**config.mk**
```make
export PLATFORM = sky130hd
export DESIGN_NAME = led_afterglow_pwm
export DESIGN_NICKNAME = d
export VERILOG_FILES = /design/src/rtl/led_afterglow_pwm.sv
export SDC_FILE = /design/constraint.sdc
export NUM_CORES = 1
export LEC_CHECK = 0
export CORE_ASPECT_RATIO = 1.4
export CORE_MARGIN = 2
export CORE_UTILIZATION = 60
export CTS_CLUSTER_SIZE = 8
export DETAILED_ROUTE_END_ITERATION = 8
export PLACE_DENSITY = 0.8
export SYNTH_ARGS = -nofsm -noshare
export SYNTH_HDL_FRONTEND = slang
export SYNTH_SLANG_ARGS = --single-unit
export TNS_END_PERCENT = 1
```
**constraint.sdc**
```tcl
create_clock -name clk -period 4.96 [get_ports clk]
set_clock_uncertainty 0.15 [all_clocks]
set_input_delay 1.24 -clock clk [delete_from_list [all_inputs] [get_ports clk]]
set_output_delay 1.24 -clock clk [all_outputs]
set_load 0.005 [all_outputs]
```
**src/rtl/led_afterglow_pwm.sv**
```systemverilog
// LED output stage: per-LED 4-bit PWM with a linear afterglow fade once a pattern bit drops.
module led_afterglow_pwm #(
    parameter int unsigned DECAY_DIV = 256,
    parameter int unsigned FADE_STEP = 1
) (
    input  logic       clk,
    input  logic       rst_n,
    input  logic       ena,
    input  logic [7:0] pattern_in,
    input  logic [3:0] peak_level,
    output logic [7:0] pwm_out,
    output logic       frame_start
);

    localparam int unsigned NUM_LED = 8;
    localparam int unsigned LVL_W   = 4;
    localparam int unsigned CNT_W   = 16;
    localparam int unsigned PWM_MAX = 14;

    localparam logic [CNT_W-1:0] DECAY_LAST = CNT_W'(DECAY_DIV - 1);
    localparam logic [LVL_W-1:0] PWM_LAST   = LVL_W'(PWM_MAX);
    localparam logic [LVL_W:0]   STEP_EXT   = (LVL_W + 1)'(FADE_STEP);

    logic [NUM_LED-1:0]                pat_q, pat_d;
    logic [LVL_W-1:0]                  lvl_q, lvl_d;
    logic [LVL_W-1:0]                  pwm_cnt_q, pwm_cnt_d;
    logic [CNT_W-1:0]                  decay_cnt_q, decay_cnt_d;
    logic [NUM_LED-1:0][LVL_W-1:0]     bright_q, bright_d;
    logic [NUM_LED-1:0]                pwm_out_q, pwm_out_d;
    logic                              frame_start_q, frame_start_d;

    logic                              tick_c;
    logic [NUM_LED-1:0][LVL_W:0]       diff_c;
    logic [NUM_LED-1:0][LVL_W-1:0]     faded_c;

    // Saturating decrement per LED; 5-bit difference exposes the borrow instead of wrapping.
    always_comb begin
        diff_c  = '0;
        faded_c = '0;
        for (int unsigned i = 0; i < NUM_LED; i++) begin
            diff_c[i]  = {1'b0, bright_q[i]} - STEP_EXT;
            faded_c[i] = diff_c[i][LVL_W] ? '0 : diff_c[i][LVL_W-1:0];
        end
    end

    // Next-state for counters, brightness and registered outputs; ena=0 freezes state and idles outputs.
    always_comb begin
        pat_d         = pat_q;
        lvl_d         = lvl_q;
        pwm_cnt_d     = pwm_cnt_q;
        decay_cnt_d   = decay_cnt_q;
        bright_d      = bright_q;
        pwm_out_d     = '0;
        frame_start_d = 1'b0;
        tick_c        = (decay_cnt_q == DECAY_LAST);

        if (ena) begin
            pat_d         = pattern_in;
            lvl_d         = peak_level;
            pwm_cnt_d     = (pwm_cnt_q == PWM_LAST) ? '0 : pwm_cnt_q + 4'd1;
            decay_cnt_d   = tick_c ? '0 : decay_cnt_q + 16'd1;
            frame_start_d = (pwm_cnt_q == '0);
            for (int unsigned i = 0; i < NUM_LED; i++) begin
                pwm_out_d[i] = (bright_q[i] > pwm_cnt_q);
                // A lit LED reloads every cycle, so a load always beats a decay tick.
                if (pat_q[i]) begin
                    bright_d[i] = lvl_q;
                end else if (tick_c) begin
                    bright_d[i] = faded_c[i];
                end
            end
        end
    end

    // State and output registers.
    always_ff @(posedge clk or negedge rst_n) begin
        if (!rst_n) begin
            pat_q         <= '0;
            lvl_q         <= '0;
            pwm_cnt_q     <= '0;
            decay_cnt_q   <= '0;
            bright_q      <= '0;
            pwm_out_q     <= '0;
            frame_start_q <= 1'b0;
        end else begin
            pat_q         <= pat_d;
            lvl_q         <= lvl_d;
            pwm_cnt_q     <= pwm_cnt_d;
            decay_cnt_q   <= decay_cnt_d;
            bright_q      <= bright_d;
            pwm_out_q     <= pwm_out_d;
            frame_start_q <= frame_start_d;
        end
    end

    assign pwm_out     = pwm_out_q;
    assign frame_start = frame_start_q;

endmodule

```
==> results of run 1 <==
worst max-delay path, stage by stage:
cell	delay, ps
buf_2	90
nand4_1	230
and4bb_1	750
buf_4	310
a21oi_1	100
a221o_1	380
registers in the layout, summed over array words and instances (netlist names):
register,count
pwm_cnt_q,4
pwm_out,8
frame_start,1
bright_q,32
lvl_q,4
decay_cnt_q,16
pat_q,8
final cells by class:
class	instances	share of cell area
Timing Repair Buffer	25	0.04943
Tap cell	95	0.02471
Inverter	34	0.02653
Clock buffer	13	0.03512
Sequential cell	73	0.3798
Multi-Input combinational cell	310	0.4844
through the flow:
| stage | setup slack [ps] | hold WS, ps | cells |
|---|---|---|---|
| after floorplan | 2360 | 304.6 | 438 |
| after global placement | 1611 | 329.0 | 537 |
| after detailed placement | 1556 | 336.3 | 537 |
| after CTS | 1930 | 348.0 | 550 |
| after global routing | 1777 | 368.3 | 550 |
| final | 1936 | 350.7 | 550 |
power breakdown:
part	switching [mW]	internal (mW)
clock network	0.212	0.215
registers	0.172	0.744
logic	0.468	0.443
layer usage:
layer / track usage / routed length [um] / vias up
met5: 0 / 0 / -
met4: 0.1143 / 251 / 0
met3: 0.02936 / 352 / 20
met2: 0.4671 / 5070 / 73
met1: 0.3117 / 4006 / 1713
li1: - / - / 1658
layout by cell type (no fill, tap or decap), types with 9 or more instances in the layout:
| cell | instances |
|---|---|
| dfrtp_1 | 73 |
| nand2_1 | 44 |
| ha_1 | 41 |
| inv_1 | 34 |
| a21oi_1 | 25 |
| clkdlybuf4s50_1 | 21 |
| nor3_1 | 18 |
| o21ai_0 | 17 |
| nor3b_1 | 16 |
| mux2_2 | 12 |
| clkbuf_8 | 12 |
| nor4_1 | 9 |
kinds of logic after synthesis:
kind of cell	synth area share
XOR/XNOR	0.02594
adder cells (fa/ha/maj)	0.1169
AND/OR/NAND/NOR	0.1867
multiplexers	0.04903
buffers and inverters	0.05302
AO/OA/AOI/OAI	0.1522
flip-flops	0.4162
worst min-delay path by stage:
stage	start	endpoint	depth (start not counted)	slack [ps]
2_1_floorplan	decay_cnt_q[6]$_DFFE_PN0P_	decay_cnt_q[6]$_DFFE_PN0P_	1	300
3_3_place_gp	decay_cnt_q[6]$_DFFE_PN0P_	decay_cnt_q[6]$_DFFE_PN0P_	1	330
3_5_place_dp	decay_cnt_q[6]$_DFFE_PN0P_	decay_cnt_q[6]$_DFFE_PN0P_	1	340
4_1_cts	decay_cnt_q[6]$_DFFE_PN0P_	decay_cnt_q[6]$_DFFE_PN0P_	1	350
5_1_grt	decay_cnt_q[6]$_DFFE_PN0P_	decay_cnt_q[6]$_DFFE_PN0P_	1	370
6_report	lvl_q[0]$_DFFE_PN0P_	lvl_q[0]$_DFFE_PN0P_	1	350
==> summary.md, run 1 <==
| Metric | Value |
|---|---|
| Yosys top cell by area | dfrtp_1 |
| Multi-input logic area | 2330 um2 |
| Number of I/O port buffers | 23 |
| Share of post-route cells with drive strength above 1 | 0.08132 |
| Largest net degree at the start of global routing | 74 |
| Longest Clk Path Bufs | 2 |
| Setup crit end | bright_q[0]$_DFFE_PN0P_ |
| Initial antenna violation count | 0 |
| Worst-path clk slew | 70 ps |
| Clk sinks | 73 |
| Setup TNS | 0 ps |
| Synth top area cells | dfrtp_1, ha_1, nand2_1 |
| Storage cell area | 1827 um2 |
| Total power | 2.254 mW |
| Drt drc | 0 |
| RSZ-0062 raised after global routing | false |
| Hold Buf Count CTS | 0 |
| CTS tree | done |
| Fill cell count | 562 |
| Critical Path RT | 5050 ps |
| Global-route wire length before repair | 16540 um |
| Post-Route WL | 9680 um |
| Max Clock Freq | 330.6 MHz |
| DRT Pass-1 Iters | 4 |
| Vias in the first global route | 3471 |
| Critical R2R Capture | bright_q[0]$_DFFE_PN0P_ |
| Fin area | 4810 um2 |
| YS warnings | 0 |
| Grt ovf | 0 |
| Detailed-route via count | 3464 |
| Pin slew with the least headroom to its limit | 931.5 ps |
| CP Capture Type | flip-flop |
| Initial Utilization | 0.6246 |
| Most frequent cell after synthesis | dfrtp_1 |
| Layout Nets | 509 |
| Die Area | 8025 um2 |
| Crit path kind | input pin to flip-flop |
| Worst Setup Start Kind | input pin |
| DR WL/cell | 17.60 um |
| Post-synth EDFFs | 0 |
| Top FF cell, synth | dfrtp_1 |
| Post-layout util | 0.6845 |
| Ant diodes | 0 |
| Num rows | 36 |
| Final Max Slew Viols | 0 |
| Die X | 76.29 um |
| Outcome | completed |
| Ys async rst share | 1.000 |
| Worst min-delay path category | flip-flop to flip-flop |
| Boundary Pins | 24 |
| CTS Buf Count | 9 |
| Setup crit start | ena |
| GP Congestion | 0.8196 |
| Final Hold Violating Endpoints | 0 |
| Seq cells post-synth | 73 |
| Cells on worst reg2reg path | 6 |
| Peak VDD IR | 0.2598 mV |
| PwrDens | 468.6 nW/um2 |
| Synthesized area | 4389 um2 |
| FF-to-FF Start | decay_cnt_q[0]$_DFFE_PN0P_ |
| DR iter-0 viols | 279 |
| Post-Synthesis Cells | 438 |
| Post-CTS Setup Bufs | 0 |
| Core area | 7027 um2 |
| Min Tclk post-route | 3024 ps |
| Synth top cells by count | dfrtp_1, nand2_1, ha_1 |
| Die height | 105.2 um |
| Root Driver | clkbuf_8 |
| Synth unique cells | 47 |
| Syn avg cell area | 10.02 um2 |
| Worst reg-to-reg setup slack | 2250 ps |
| Post-DP Area | 4641 um2 |
| Pleak | 2.155 nW |
| Vias/cell | 6.298 |
| WP data arrival | 3120 ps |
| Post-synthesis sequential area ratio | 0.4162 |
| Max Cap Viol | 0 |
| Post-CTS sizing | 0 |
| GRT Resource Usage Total | 0.2601 |
| Final setup fails | 0 |
| Post-DRT Antenna Nets | 0 |
| DP HPWL | 6414 um |
| Post-Syn Nets | 494 |
| Relative slew slack | 0.3790 |
| P&R area growth vs syn | 9.578% |
| Critical Path Fanout Max | 15 |
| Tcrit/Tclk final | 0.6097 |
| Synth top area share | 0.4162 |
| Worst skew pair latency | 350 ps |
| CTS H-tree lvls | 3 |
Power figures use the tool's default switching activity.
==> inputs of run 2 (changes only) <==
--- a/config.mk
+++ b/config.mk
@@ -7,10 +7,10 @@
 export LEC_CHECK = 0
 export CORE_ASPECT_RATIO = 1.4
 export CORE_MARGIN = 2
-export CORE_UTILIZATION = 60
+export CORE_UTILIZATION = 54
 export CTS_CLUSTER_SIZE = 8
 export DETAILED_ROUTE_END_ITERATION = 8
-export PLACE_DENSITY = 0.8
+export PLACE_DENSITY = 0.76
 export SYNTH_ARGS = -nofsm -noshare
 export SYNTH_HDL_FRONTEND = slang
 export SYNTH_SLANG_ARGS = --single-unit
==> constraint.sdc (replaced) <==
create_clock -name clk -period 2.75 [get_ports clk]
set_clock_uncertainty 0.15 [all_clocks]
set_input_delay 0.6875 -clock clk [delete_from_list [all_inputs] [get_ports clk]]
set_output_delay 0.6875 -clock clk [all_outputs]
set_load 0.005 [all_outputs]
==> run 2 against run 1 <==
Compared with the run above:
- combinational power rose by 77%
- cell count rose by 2.2%
- die area rose by 11%
- sequential cell count did not move
- count of clock-buffer cells in the layout did not move
- non-clock buffer count rose by 4
- worst hold slack got worse by 190 ps
- sequential share of layout area fell by 0.54 points
- via count barely moved
- setup slack got worse by 1400 ps
- global-route usage fell by 2.5 points
- highest routed layer unchanged
==> summary.md, run 2 (synthesized netlist as in run 1, its figures left out) <==
| Metric | Value |
|---|---|
| Core area | 7797 um2 (+11%) |
| Drt drc | 0 (unchanged) |
| Worst skew pair latency | 350 ps (about the same) |
| Pleak | 2.190 nW (+1.6%) |
| Post-CTS Setup Bufs | 0 (unchanged) |
| CP Capture Type | flip-flop |
| Vias/cell | 6.160 (-2.2%) |
| Ant diodes | 0 (unchanged) |
| Vias in the first global route | 3511 (+1.2%) |
| Worst Setup Start Kind | flip-flop |
| Tcrit/Tclk final | 0.7878 |
| Worst reg-to-reg setup slack | 580 ps (-1670 ps) |
| Most frequent cells in the layout | dfrtp_1, nand2_1, ha_1 |
| Fill cell count | 693 (+23%) |
| PwrDens | 840.1 nW/um2 (+79%) |
| Buf+Inv Stages, Crit Path | 1 (-1) |
| Multi-input logic area | 2330 um2 (unchanged) |
| Combinational Power Share | 0.392 (-0.012) |
| Crit path largest cell delay | 450 ps (-300 ps) |
| CTS H-tree lvls | 3 (unchanged) |
| Die X | 80.20 um (+5.1%) |
| DRT Pass-1 Iters | 4 (unchanged) |
| DR WL/cell | 17.02 um (-3.3%) |
| Root Driver | clkbuf_8 |
| Die Area | 8876 um2 (+11%) |
| Largest Register | bright_q |
| Crit path kind | flip-flop to flip-flop |
| DP HPWL | 6520 um (+1.7%) |
| Grt ovf | 0 (unchanged) |
| DR iter-0 viols | 260 (-6.8%) |
| Max Cap Viol | 0 (unchanged) |
| CTS tree | done |
| Outcome | completed |
| Layout Nets | 513 (+0.79%) |
| Initial Utilization | 0.5629 (-0.06174) |
| Initial antenna violation count | 0 (unchanged) |
| Min Tclk post-route | 2166 ps |
| GP Congestion | 0.8754 (+6.8%) |
| Share of post-route cells with drive strength above 1 | 0.09091 (+0.009590) |
| Boundary Pins | 24 (unchanged) |
| Number of I/O port buffers | 23 (unchanged) |
| Post-DRT Antenna Nets | 0 (unchanged) |
| Sw power | 1.521 mW (+79%) |
| Die height | 110.7 um (+5.2%) |
| Global-route wire length before repair | 16430 um (-0.67%) |
| Clock share of power | 0.204 (+0.015) |
| Max Clock Freq | 461.6 MHz |
| Post-layout util | 0.6256 (-0.05883) |
| Switching Share | 0.3712 (-0.006793) |
| WP data arrival | 2260 ps (-860 ps) |
| Clk sinks | 73 (unchanged) |
| P&R area growth vs syn | 11.15% |
| Final setup fails | 0 (unchanged) |
| Hold Buf Count CTS | 0 (unchanged) |
| CP top delay family | simple AND/OR/NAND/NOR gates |
| Storage cell area | 1827 um2 (unchanged) |
| Post-Route WL | 9564 um (-1.2%) |
| Critical Path RT | 2840 ps (-2210 ps) |
| GRT Resource Usage Total | 0.2349 (-0.02514) |
| Internal | 2.577 mW (+84%) |
| Slowest-stage cell, CP | dfrtp_1 |
| Worst-path clk slew | 80 ps (about the same) |
| Largest net degree at the start of global routing | 49 (-34%) |
| Final Max Slew Viols | 0 (unchanged) |
| RSZ-0062 raised after global routing | false |
| Setup TNS | 0 ps (unchanged) |
| Relative slew slack | 0.5974 (+0.2184) |
| Max reg flops | 32 (unchanged) |
| Commonest non-fill, non-tap cell in the layout | dfrtp_1 |
| Worst min-delay path category | input pin to async pin |
| Post-CTS sizing | 0 (unchanged) |
| Pin slew with the least headroom to its limit | 603.9 ps (-327.6 ps) |
| Critical Path Fanout Max | 21 (+6) |
| Top Registers | bright_q x32, decay_cnt_q x16 |
| Detailed-route via count | 3462 (-0.058%) |
| Num rows | 38 (+5.6%) |
| Peak VDD IR | 0.3527 mV (+36%) |
| CTS Buf Count | 9 (unchanged) |
| Crit-path cells | nor4_4 -> and4bb_1 -> buf_4 -> a21oi_1 -> a221o_1 |
| Sequential power share | 0.404 (-0.002) |
| Longest Clk Path Bufs | 2 (unchanged) |
| Final Hold Violating Endpoints | 0 (unchanged) |
run 2: layout make-up:
class | count | share of cell area
Inverter | 34 | 0.02616
Clock buffer | 13 | 0.03052
Sequential cell | 73 | 0.3745
Multi-Input combinational cell | 310 | 0.4776
Timing Repair Buffer | 29 | 0.05745
Tap cell | 100 | 0.02565
Clock inverter | 3 | 0.008207
run 2: per-layer routing:
| metal | track usage | routed length, um | part of all wire | up-vias |
|---|---|---|---|---|
| met4 | 0.1017 | 118 | 0.012 | 0 |
| met3 | 0.04316 | 418 | 0.044 | 12 |
| met2 | 0.3839 | 4965 | 0.52 | 73 |
| met5 | 0 | 0 | 0 | - |
| met1 | 0.3009 | 4062 | 0.42 | 1717 |
| li1 | - | - | - | 1660 |
run 2: metrics by stage:
| step | worst slack [ps] | hold slack [ps] | total power [mW] | instance area, um2 | cells |
|---|---|---|---|---|---|
| global route | 364.7 | 193.6 | 4.442 | 4878 | 562 |
| finish | 583.6 | 160.4 | 4.098 | 4878 | 562 |
| global placement | 480.7 | 320.9 | 3.173 | 4690 | 546 |
| floorplan | 702.5 | 241.9 | 2.752 | 4389 | 438 |
| CTS | 564.5 | 164.0 | 4.113 | 4878 | 562 |
| detailed placement | 404.7 | 326.2 | 3.278 | 4690 | 546 |
run 2: final timing paths:
kind                                             start  cells past startpoint                         end
max in group asynchronous                        rst_n                      2    bright_q[13]$_DFFE_PN0P_
setup reg to reg           decay_cnt_q[13]$_DFFE_PN0P_                      5     bright_q[0]$_DFFE_PN0P_
hold / removal                                   rst_n                      1        pwm_out[6]$_DFF_PN0_
min in group clk            decay_cnt_q[6]$_DFFE_PN0P_                      1  decay_cnt_q[6]$_DFFE_PN0P_
hold reg to reg             decay_cnt_q[6]$_DFFE_PN0P_                      1  decay_cnt_q[6]$_DFFE_PN0P_
setup / recovery           decay_cnt_q[13]$_DFFE_PN0P_                      5     bright_q[0]$_DFFE_PN0P_
run 2: power by group through the flow:
stage                     clock, mW  combinational, mW  sequential, mW
after floorplan                   0               1.19            1.56
after global placement            0               1.51            1.66
after detailed placement          0               1.61            1.67
after CTS                     0.845               1.62            1.65
after global routing          0.895               1.85            1.70
final                         0.836               1.61            1.66
